`config.mk`:
```
export PLATFORM = sky130hd
export DESIGN_NAME = reg_muldiv_unit_flat
export DESIGN_NICKNAME = d
export VERILOG_FILES = /design/src/rtl/reg_muldiv_unit_if.sv /design/src/rtl/reg_muldiv_unit.sv /design/src/flat_wrapper.sv
export SDC_FILE = /design/constraint.sdc
export NUM_CORES = 1
export LEC_CHECK = 0
export CORE_ASPECT_RATIO = 1.25
export CORE_MARGIN = 1.5
export CORE_UTILIZATION = 35
export CTS_BUF_LIST = sky130_fd_sc_hd__clkbuf_16
export DETAILED_ROUTE_END_ITERATION = 16
export PLACE_DENSITY = 0.56
export SETUP_SLACK_MARGIN = 0.1
export SLEW_MARGIN = 20
export SYNTH_ARGS = -nofsm -noshare
export SYNTH_HDL_FRONTEND = slang
export SYNTH_SLANG_ARGS = --single-unit
```
`constraint.sdc`:
```
create_clock -name clk -period 2.85 [get_ports clk]
set_input_delay 0.285 -clock clk [delete_from_list [all_inputs] [get_ports clk]]
set_output_delay 0.285 -clock clk [all_outputs]
set_load 0.05 [all_outputs]
```
`src/rtl/reg_muldiv_unit_if.sv`:
```
// rtl/reg_muldiv_unit_if.sv - register-file side bundle of the multiply/divide unit
// master: control FSM / register file side (drives start, op, QA, QB, dst)
// slave : reg_muldiv_unit (drives busy, done, WE, Addr_W, Di, HI)
interface reg_muldiv_unit_if #(
   parameter int WIDTH = 32
);
   logic             start;
   logic             op;
   logic [WIDTH-1:0] QA;
   logic [WIDTH-1:0] QB;
   logic [2:0]       dst;
   logic             busy;
   logic             done;
   logic             WE;
   logic [2:0]       Addr_W;
   logic [WIDTH-1:0] Di;
   logic [WIDTH-1:0] HI;

   modport master (
      output start, op, QA, QB, dst,
      input  busy, done, WE, Addr_W, Di, HI
   );

   modport slave (
      input  start, op, QA, QB, dst,
      output busy, done, WE, Addr_W, Di, HI
   );
endinterface

```
`src/rtl/reg_muldiv_unit.sv`:
```
// rtl/reg_muldiv_unit.sv - iterative 32-bit unsigned multiply/divide unit
// Ports:
//   clk        rising-edge clock shared with the register file
//   cr         asynchronous active-low reset
//   bus.start  launch request, sampled in IDLE (and in WB for back-to-back)
//   bus.op     0 = unsigned multiply, 1 = unsigned divide
//   bus.QA/QB  operands from register file read ports A/B
//   bus.dst    destination register index for the low result
//   bus.busy   high while in CALC or WB
//   bus.done   one-cycle completion pulse, coincident with WE
//   bus.WE     register-file write enable
//   bus.Addr_W register-file write address (latched dst)
//   bus.Di     product[31:0] or quotient
//   bus.HI     product[63:32] or remainder, held until the next completion
module reg_muldiv_unit #(
   parameter int WIDTH = 32,
   parameter int CNT_W = 5
) (
   input logic               clk,
   input logic               cr,
   reg_muldiv_unit_if.slave  bus
);

   typedef enum logic [1:0] {
      IDLE = 2'd0,
      CALC = 2'd1,
      WB   = 2'd2
   } state_t;

   state_t           state_q, state_d;
   logic [CNT_W-1:0] cnt_q, cnt_d;
   logic             op_q, op_d;
   // Multiplicand for multiply, divisor for divide.
   logic [WIDTH-1:0] opnd_q, opnd_d;
   // Accumulator: hi half is partial product / partial remainder; lo half
   // starts as the multiplier / dividend and shifts out as result bits shift in.
   logic [WIDTH-1:0] acc_hi_q, acc_hi_d;
   logic [WIDTH-1:0] acc_lo_q, acc_lo_d;
   logic [2:0]       addr_w_q, addr_w_d;
   logic [WIDTH-1:0] di_q, di_d;
   logic [WIDTH-1:0] hi_q, hi_d;

   logic [WIDTH:0]   mul_sum;
   logic [WIDTH:0]   div_shift;
   logic [WIDTH:0]   div_diff;
   logic [WIDTH-1:0] iter_hi;
   logic [WIDTH-1:0] iter_lo;
   logic             accept;

   // One iteration of shift-add multiply or restoring divide.
   always_comb begin
      mul_sum   = {1'b0, acc_hi_q} + {1'b0, opnd_q};
      div_shift = {acc_hi_q, acc_lo_q[WIDTH-1]};
      div_diff  = div_shift - {1'b0, opnd_q};
      iter_hi   = acc_hi_q;
      iter_lo   = acc_lo_q;
      if (!op_q) begin
         if (acc_lo_q[0]) begin
            {iter_hi, iter_lo} = {mul_sum, acc_lo_q[WIDTH-1:1]};
         end else begin
            {iter_hi, iter_lo} = {1'b0, acc_hi_q, acc_lo_q[WIDTH-1:1]};
         end
      end else begin
         // Divisor of zero always "fits", giving all-ones quotient and
         // leaving the dividend as remainder.
         if (div_shift >= {1'b0, opnd_q}) begin
            iter_hi = div_diff[WIDTH-1:0];
            iter_lo = {acc_lo_q[WIDTH-2:0], 1'b1};
         end else begin
            iter_hi = div_shift[WIDTH-1:0];
            iter_lo = {acc_lo_q[WIDTH-2:0], 1'b0};
         end
      end
   end

   // A launch is taken from IDLE, and also from WB so a new operation can
   // start on the same edge that retires the previous one.
   assign accept = bus.start && (state_q == IDLE || state_q == WB);

   always_comb begin
      state_d  = state_q;
      cnt_d    = cnt_q;
      op_d     = op_q;
      opnd_d   = opnd_q;
      acc_hi_d = acc_hi_q;
      acc_lo_d = acc_lo_q;
      addr_w_d = addr_w_q;
      di_d     = di_q;
      hi_d     = hi_q;

      case (state_q)
         IDLE: state_d = IDLE;
         CALC: begin
            acc_hi_d = iter_hi;
            acc_lo_d = iter_lo;
            cnt_d    = cnt_q + 1'b1;
            if (cnt_q == CNT_W'(WIDTH - 1)) begin
               state_d = WB;
               di_d    = iter_lo;
               hi_d    = iter_hi;
            end
         end
         WB:      state_d = IDLE;
         default: state_d = IDLE;
      endcase

      if (accept) begin
         state_d  = CALC;
         cnt_d    = '0;
         op_d     = bus.op;
         opnd_d   = bus.op ? bus.QB : bus.QA;
         acc_hi_d = '0;
         acc_lo_d = bus.op ? bus.QA : bus.QB;
         addr_w_d = bus.dst;
      end
   end

   always_ff @(posedge clk or negedge cr) begin
      if (!cr) begin
         state_q  <= IDLE;
         cnt_q    <= '0;
         op_q     <= 1'b0;
         opnd_q   <= '0;
         acc_hi_q <= '0;
         acc_lo_q <= '0;
         addr_w_q <= '0;
         di_q     <= '0;
         hi_q     <= '0;
      end else begin
         state_q  <= state_d;
         cnt_q    <= cnt_d;
         op_q     <= op_d;
         opnd_q   <= opnd_d;
         acc_hi_q <= acc_hi_d;
         acc_lo_q <= acc_lo_d;
         addr_w_q <= addr_w_d;
         di_q     <= di_d;
         hi_q     <= hi_d;
      end
   end

   assign bus.busy   = (state_q != IDLE);
   assign bus.done   = (state_q == WB);
   assign bus.WE     = (state_q == WB);
   assign bus.Addr_W = addr_w_q;
   assign bus.Di     = di_q;
   assign bus.HI     = hi_q;

endmodule

```
`src/flat_wrapper.sv`:
```
// flat-port wrapper written by rule: the top's interface ports become plain ports
module reg_muldiv_unit_flat 
#(
   parameter int WIDTH = 32,
   parameter int CNT_W = 5
)
  (clk, cr, bus_start, bus_op, bus_QA, bus_QB, bus_dst, bus_busy, bus_done, bus_WE, bus_Addr_W, bus_Di, bus_HI);
  reg_muldiv_unit_if #(.WIDTH(WIDTH)) bus_i ();
  input logic clk;
  input logic cr;
  input wire logic [$bits(bus_i.start)-1:0] bus_start;
  input wire logic [$bits(bus_i.op)-1:0] bus_op;
  input wire logic [$bits(bus_i.QA)-1:0] bus_QA;
  input wire logic [$bits(bus_i.QB)-1:0] bus_QB;
  input wire logic [$bits(bus_i.dst)-1:0] bus_dst;
  output wire logic [$bits(bus_i.busy)-1:0] bus_busy;
  output wire logic [$bits(bus_i.done)-1:0] bus_done;
  output wire logic [$bits(bus_i.WE)-1:0] bus_WE;
  output wire logic [$bits(bus_i.Addr_W)-1:0] bus_Addr_W;
  output wire logic [$bits(bus_i.Di)-1:0] bus_Di;
  output wire logic [$bits(bus_i.HI)-1:0] bus_HI;
  assign bus_i.start = bus_start;
  assign bus_i.op = bus_op;
  assign bus_i.QA = bus_QA;
  assign bus_i.QB = bus_QB;
  assign bus_i.dst = bus_dst;
  assign bus_busy = bus_i.busy;
  assign bus_done = bus_i.done;
  assign bus_WE = bus_i.WE;
  assign bus_Addr_W = bus_i.Addr_W;
  assign bus_Di = bus_i.Di;
  assign bus_HI = bus_i.HI;
  reg_muldiv_unit #(.WIDTH(WIDTH), .CNT_W(CNT_W)) u_core (.clk(clk), .cr(cr), .bus(bus_i));
endmodule
```
==> results of run 1 <==
-- registers in the layout, summed over array words and instances (netlist names) --
register and cells:
u_core.bus.Di 32, u_core.bus.HI 32, u_core.acc_lo_q 32, u_core.bus.Addr_W 3, u_core.state_q 2, u_core.op_q 1, u_core.acc_hi_q 32, u_core.cnt_q 5
u_core.opnd_q 32
-- cell families (layout without fill, tap and decap cells) --
group           after synthesis  count (layout)  synth area share (%)
flops                       171             171                  35.4
buf+inv                     138             505                  4.71
xor+xnor                     48              48                  3.47
simple gates                399             400                  14.9
fa+ha+maj                    68              68                  7.15
compound gates              458             458                  24.5
mux                         118             118                  9.88
-- path summary, 6_finish.rpt --
| path | start | end | slack (ns) | cells past startpoint |
|---|---|---|---|---|
| min in group asynchronous | cr | u_core.bus.Di[5] | 0.33 | 2 |
| worst max register to register | u_core.acc_lo_q[31] | u_core.acc_hi_q[26] | -0.18 | 14 |
| worst max-delay path | u_core.acc_lo_q[31] | u_core.acc_hi_q[26] | -0.18 | 14 |
| worst min-delay path | bus_op | u_core.op_q | 0.31 | 3 |
| worst min register to register | u_core.bus.Di[27] | u_core.bus.Di[27] | 0.48 | 2 |
| max in group asynchronous | cr | u_core.opnd_q[14] | 1.73 | 3 |
-- Yosys cell counts (19+ instances only) --
cell and n:
a21oi_1 98, mux2i_1 106, nand3_1 19, nand2_1 203, dfrtp_1 171, o21ai_0 136, inv_1 48, nor2_1 72
clkbuf_1 64, nor2b_1 20, a211oi_1 23, a21o_1 32, xor2_1 21, ha_1 66, xnor2_1 27
-- metrics by stage --
stage	utilization (%)	setup slack, ns
floorplan	-	0.0542
global placement	46.5	-0.267
detailed placement	46.5	-0.402
CTS	50.8	-0.178
global route	52.6	-0.283
finish	52.6	-0.184
-- cell usage in the layout (no fill, tap or decap), drive strengths merged, types with 10 or more instances in the layout --
master and n:
o21a 12, a21o 32, nand4 18, clkdlybuf4s50 138, nand2 203, mux2i 106
ha 66, a31oi 14, a31o 10, nor3 18, inv 54, o221ai 15
mux2 12, o21ai 146, nand3 19, xor2 21, and2 12, dfrtp 171
nor2b 20, o211ai 18, xnor2 27, a211oi 23, buf 283, o31ai 10
nor2 72, a21oi 100, clkbuf 19, a22o 18
-- timing repair --
action / in CTS / in global routing
hold buffers: 1 / 0
pin swaps: 55 / 54
hold endpoints to repair: 53 / 0
setup endpoints to repair: 66 / 66
gates cloned: 1 / 3
gates resized for setup: 150 / 104
setup buffers: 22 / 12
-- cell type report --
type | count | area share (%)
repair buffers | 424 | 21.2
clock buffers | 17 | 2.39
multi-input cells | 1092 | 47.3
inverters | 49 | 1.03
well taps | 423 | 2.98
flip-flops and latches | 171 | 24.2
clock inverters | 15 | 0.922
-- layer usage --
metal,part of all wire [%],wire (um),vias to the layer above
met5,0,0,-
met1,44,19400,5916
met2,49,21400,330
met3,4.6,2010,71
met4,2.6,1140,0
li1,-,-,5826
-- worst register-to-register path, cell delays in order, from the launching register on --
cell	delay [ns]
dfrtp_1	0.40
inv_2	0.08
ha_4	0.13
inv_2	0.04
fa_2	0.37
a21o_1	0.21
a221oi_4	0.31
or4_4	0.22
nand3_4	0.10
a311oi_4	0.36
xor2_1	0.33
o21ai_2	0.09
o21ai_2	0.07
buf_4	0.14
o21ai_2	0.05
==> impl_metrics.ini, run 1 <==
[final_layout]
stdcell_count = 2191
multi_input_area_mm2 = 0.00840
diodes = 0
drive_above_1_share_pct = 29.7
design_area_mm2 = 0.0178
layout.nets = 1894
syn_to_final_growth_pct = 46.9
register_area_mm2 = 0.00431
fillers = 3126

[grt]
grtUsageMet2_pct = 41.8
grt-ovfl-total = 0
grt_usage_pct = 24.8
grtUsageMet1_pct = 32.3
grt_max_degree = 100
grt_pass1_wl_mm = 68.2
grt_pass1_vias = 12400
met3_usage_pct = 3.32
antenna_found_initial = 0
busiest_layer = met2

[route]
drtIter0Drc = 632
wl_mm = 43.9
drtPass1Iterations = 6
route.antenna.remaining_nets = 0
routedWlPerCell_um = 20.0
drc_errors = 0
viasPerCell = 5.54
num_vias = 12100

[synthesis]
synth_top_area_share_pct = 35.4
synthCells = 1400
synth_nets = 1539
ys_seq_elements = 171
ys_dominant_reg_cell = dfrtp_1
synth_area_leader_cell = dfrtp_1
yosys_warnings = 0
synth.distinct_cells = 75
seq_area_frac_synth_pct = 35.4
syn_area_per_cell_um2 = 8.64
synthTopCellsByArea = dfrtp_1, mux2i_1, ha_1, nand2_1, o21ai_0
synth-edff-count = 0
synthesis.area_mm2 = 0.0121
ys_async_sr_fraction_pct = 100

[flow_run]
cap_violations = 0

[cts]
root_buffer = clkbuf_16
path_clk_slew_ns = 0.07
clock_latency_ns = 0.46
cts_tree = built
cts.sinks = 171
cts-buffers-inserted = 17
clockBufferDepth = 2
cts_max_level = 4

[setup_path]
crit_chain = inv_2, ha_4, inv_2, fa_2, a21o_1, a221oi_4, or4_4, nand3_4, a311oi_4, xor2_1, o21ai_2, o21ai_2, buf_4, o21ai_2
slowest_delay_ns = 0.40
end_kind = flip-flop
cpMaxStageDelayCell = dfrtp_1
cp-start-kind = flip-flop
cp_top_family = compound AO/OA/AOI/OAI gates
crit_top_cell = o21ai_2
path_max_fanout = 3
path_buf_inv = 3
worstPathRequired_ns = 3.17
crit_type = flip-flop to flip-flop
worstPathArrival_ns = 3.36

[sta]
slew_violations = 0
holdWs_ns = 0.310
worst_clock_skew_ns = 0.00736
setup_viol = 62
fmax_mhz = 330
fin_tns_setup_ns = -5.50
rsz0062_at_grt = true
finalCritPeriodShare_pct = 106
period_needed_ns = 3.03
worst_slack_ns = -0.184
slew_headroom_pct = 51.1
tightest_slew_ns = 0.733
hold_viol = 0

[floorplan]
io_pins = 141
die_h_um = 211
rows = 75
initial_core_util_pct = 35.8
die_area_mm2 = 0.0357
die_w_um = 169
design.core.area_mm2 = 0.0338

[placed_design]
dp_cells = 2122
gp_congestion = 0.946
numPortBuffers = 140
place_area_mm2 = 0.0157
hpwl_mm = 31.9

[outcome]
status = complete, but fails checks
violations = negative setup slack

[hold_path]
hold_path.class = input pin to flip-flop
Power of run 1 is not shown: default switching activity piles up to over one toggle a cycle in this logic, so the estimate is an artifact.
==> run 2: changes to the inputs <==
ABC_CLOCK_PERIOD_IN_PS = 2850   (was not set)
SLEW_MARGIN = 15   (was 20)
==> results of run 2 <==
No change in the layout: final DEF, timing and power equal those of run 1.
Power of run 2 is left out for the same reason.
==> run 3: changes to the inputs <==
ABC_AREA = 1   (was not set)
ABC_CLOCK_PERIOD_IN_PS = 3720   (was 2850)
PLACE_DENSITY = 0.54   (was 0.56)
clock period = 3.72 ns   (was 2.85 ns; I/O delays follow)
==> run 3 against run 2 <==
Effect of this change:
- the flow now finishes without violations
- critical path depth did not move
- first-iteration DRC count rose by 55%
- synthesized cell count rose by 54%
- worst hold slack improved by 0.13 ns
- die area rose by 11%
- cell area fell by 10%
- wire length rose by 28%
- flip-flop and latch count did not move
- clock-buffer cell count did not move
- highest routed layer unchanged
- register-to-register slack improved by 1.0 ns
- cell count rose by 26%
==> impl_metrics.ini, run 3 <==
[route]
num_vias = 14400
drc_errors = 0
drtPass1Iterations = 6
routedWlPerCell_um = 20.3
drtIter0Drc = 977
wl_mm = 56.1
route.antenna.remaining_nets = 0
viasPerCell = 5.20

[synthesis]
syn_area_per_cell_um2 = 6.24
synth_area_leader_cell = dfrtp_1
synth_top_area_share_pct = 31.8
ys_seq_elements = 171
synth_most_common_cell = nand2_1
synth_commonest_cells = nand2_1, inv_1, dfrtp_1, o21ai_0, nand3_1
synth.distinct_cells = 42
synth_nets = 2296
synth-edff-count = 0
synthTopCellsByArea = dfrtp_1, nand2_1, inv_1, ha_1, o21ai_0
synthCells = 2157
synthesis.area_mm2 = 0.0135
ys_async_sr_fraction_pct = 100
seq_area_frac_synth_pct = 31.8
ys_dominant_reg_cell = dfrtp_1
yosys_warnings = 0

[cts]
clockBufferDepth = 2
path_clk_slew_ns = 0.08
cts_tree = built
root_buffer = clkbuf_16
cts.sinks = 171
cts-buffers-inserted = 17
clock_latency_ns = 0.46
cts_max_level = 4
post_cts_resize_count = 0

[setup_path]
path_max_fanout = 5
cp-start-kind = flip-flop
worstPathRequired_ns = 4.06
crit_type = flip-flop to flip-flop
worstPathArrival_ns = 3.22
end_kind = flip-flop

[placed_design]
dp_cells = 2731
hpwl_mm = 44.3
detailedPlace.worstSlack_ns = 0.915
gp_congestion = 1.00
numPortBuffers = 140

[sta]
hold_viol = 0
fin_tns_setup_ns = 0
finalCritPeriodShare_pct = 77.3
setup_viol = 0
slew_violations = 0
worst_slack_ns = 0.843
fmax_mhz = 348
rsz0062_at_grt = false
tightest_slew_ns = 0.950
slew_headroom_pct = 36.5
worst_clock_skew_ns = 0.0135
period_needed_ns = 2.88

[final_layout]
stdcell_count = 2764
drive_above_1_share_pct = 4.05
layout.nets = 2398
layout_common_cells = nand2_1, inv_1, dfrtp_1, o21ai_0, nand3_1
diodes = 0
fillers = 4170
syn_to_final_growth_pct = 18.6
final_common_cell = nand2_1

[flow_run]
cap_violations = 0

[grt]
antenna_found_initial = 0
grt-ovfl-total = 0
grt_pass1_vias = 14100
grt_pass1_wl_mm = 85.1
grt_max_degree = 88
grt_usage_pct = 28.9

[outcome]
status = completed

[floorplan]
initial_core_util_pct = 35.4
die_h_um = 222
rows = 80
io_pins = 141
design.core.area_mm2 = 0.0380
die_area_mm2 = 0.0396
die_w_um = 178

[hold_path]
hold_path.class = input pin to flip-flop
-- run 3: cell count changes in the layout (fill, tap and decap cells not counted), sizes merged, moves of 38 or more --
cell / before / now
nand3: 19 / 158
nor2: 72 / 110
mux2i: 106 / 0
nand2: 203 / 824
inv: 54 / 336
buf: 283 / 26
-- run 3: logic make-up after synthesis --
kind of cell	share of synthesized area (%)
adders and majority gates	6.43
AOI/OAI and AO/OA	13.5
DFF	31.8
buffers and inverters	11.8
and+or+nand+nor	35.2
xor gates and xnor gates	1.30
-- run 3: cell type report --
type	instances	area, um2	share of cell area [%]
clock buffer	17	425	2.67
multi-input combinational	1576	7600	47.6
tap	492	616	3.86
clock inverter	15	194	1.22
sequential	171	4280	26.8
inverter	328	1230	7.71
timing repair buffer	165	1610	10.1
-- run 3: path summary, 6_finish.rpt --
path | start | to | slack [ns] | cells past startpoint
max in group asynchronous | cr | u_core.opnd_q[13] | 2.31 | 3
min reg2reg | u_core.bus.Di[5] | u_core.bus.Di[5] | 0.48 | 2
max reg2reg | u_core.acc_hi_q[7] | u_core.bus.HI[15] | 0.84 | 14
min | bus_dst[1] | u_core.bus.Addr_W[1] | 0.44 | 3
max | u_core.acc_hi_q[7] | u_core.bus.HI[15] | 0.84 | 14
min in group asynchronous | cr | u_core.acc_lo_q[5] | 0.51 | 2
-- run 3: stage by stage --
step / hold slack, ns / utilization (%) / instance area, um2
detailed placement: 0.464 / 40.3 / 15300
global placement: 0.464 / 40.3 / 15300
finish: 0.444 / 42.0 / 16000
floorplan: 0.0764 / - / 13500
global route: 0.445 / 42.0 / 16000
CTS: 0.430 / 42.0 / 16000
-- run 3: metal layers --
layer | vias up | wire length, um | part of all wire (%) | track usage, %
li1 | 7020 | - | - | -
met1 | 6766 | 22300 | 40 | 34.5
met2 | 448 | 27200 | 48 | 48.9
met3 | 135 | 2840 | 5.1 | 4.04
met4 | 0 | 3770 | 6.7 | 17.5
met5 | - | 0 | 0 | 0
-- run 3: timing repair --
item	in CTS	in global routing
endpoints found under the hold margin	15	0
setup buffers	0	0
hold buffers	1	0
-- run 3: critical path, stage by stage, from the launching register on --
cell and delay, ns:
dfrtp_1 0.44, ha_1 0.39, nand2_1 0.10, nor2_1 0.34, nand3_1 0.18, nand2_1 0.27, nand2_1 0.08, nand2_1 0.17
nand2_1 0.10, nand3_1 0.08, nand3_1 0.10, nand2_1 0.12, nand2_1 0.10, nand3_1 0.20, nand2_1 0.08
Power of run 3 is left out for the same reason.
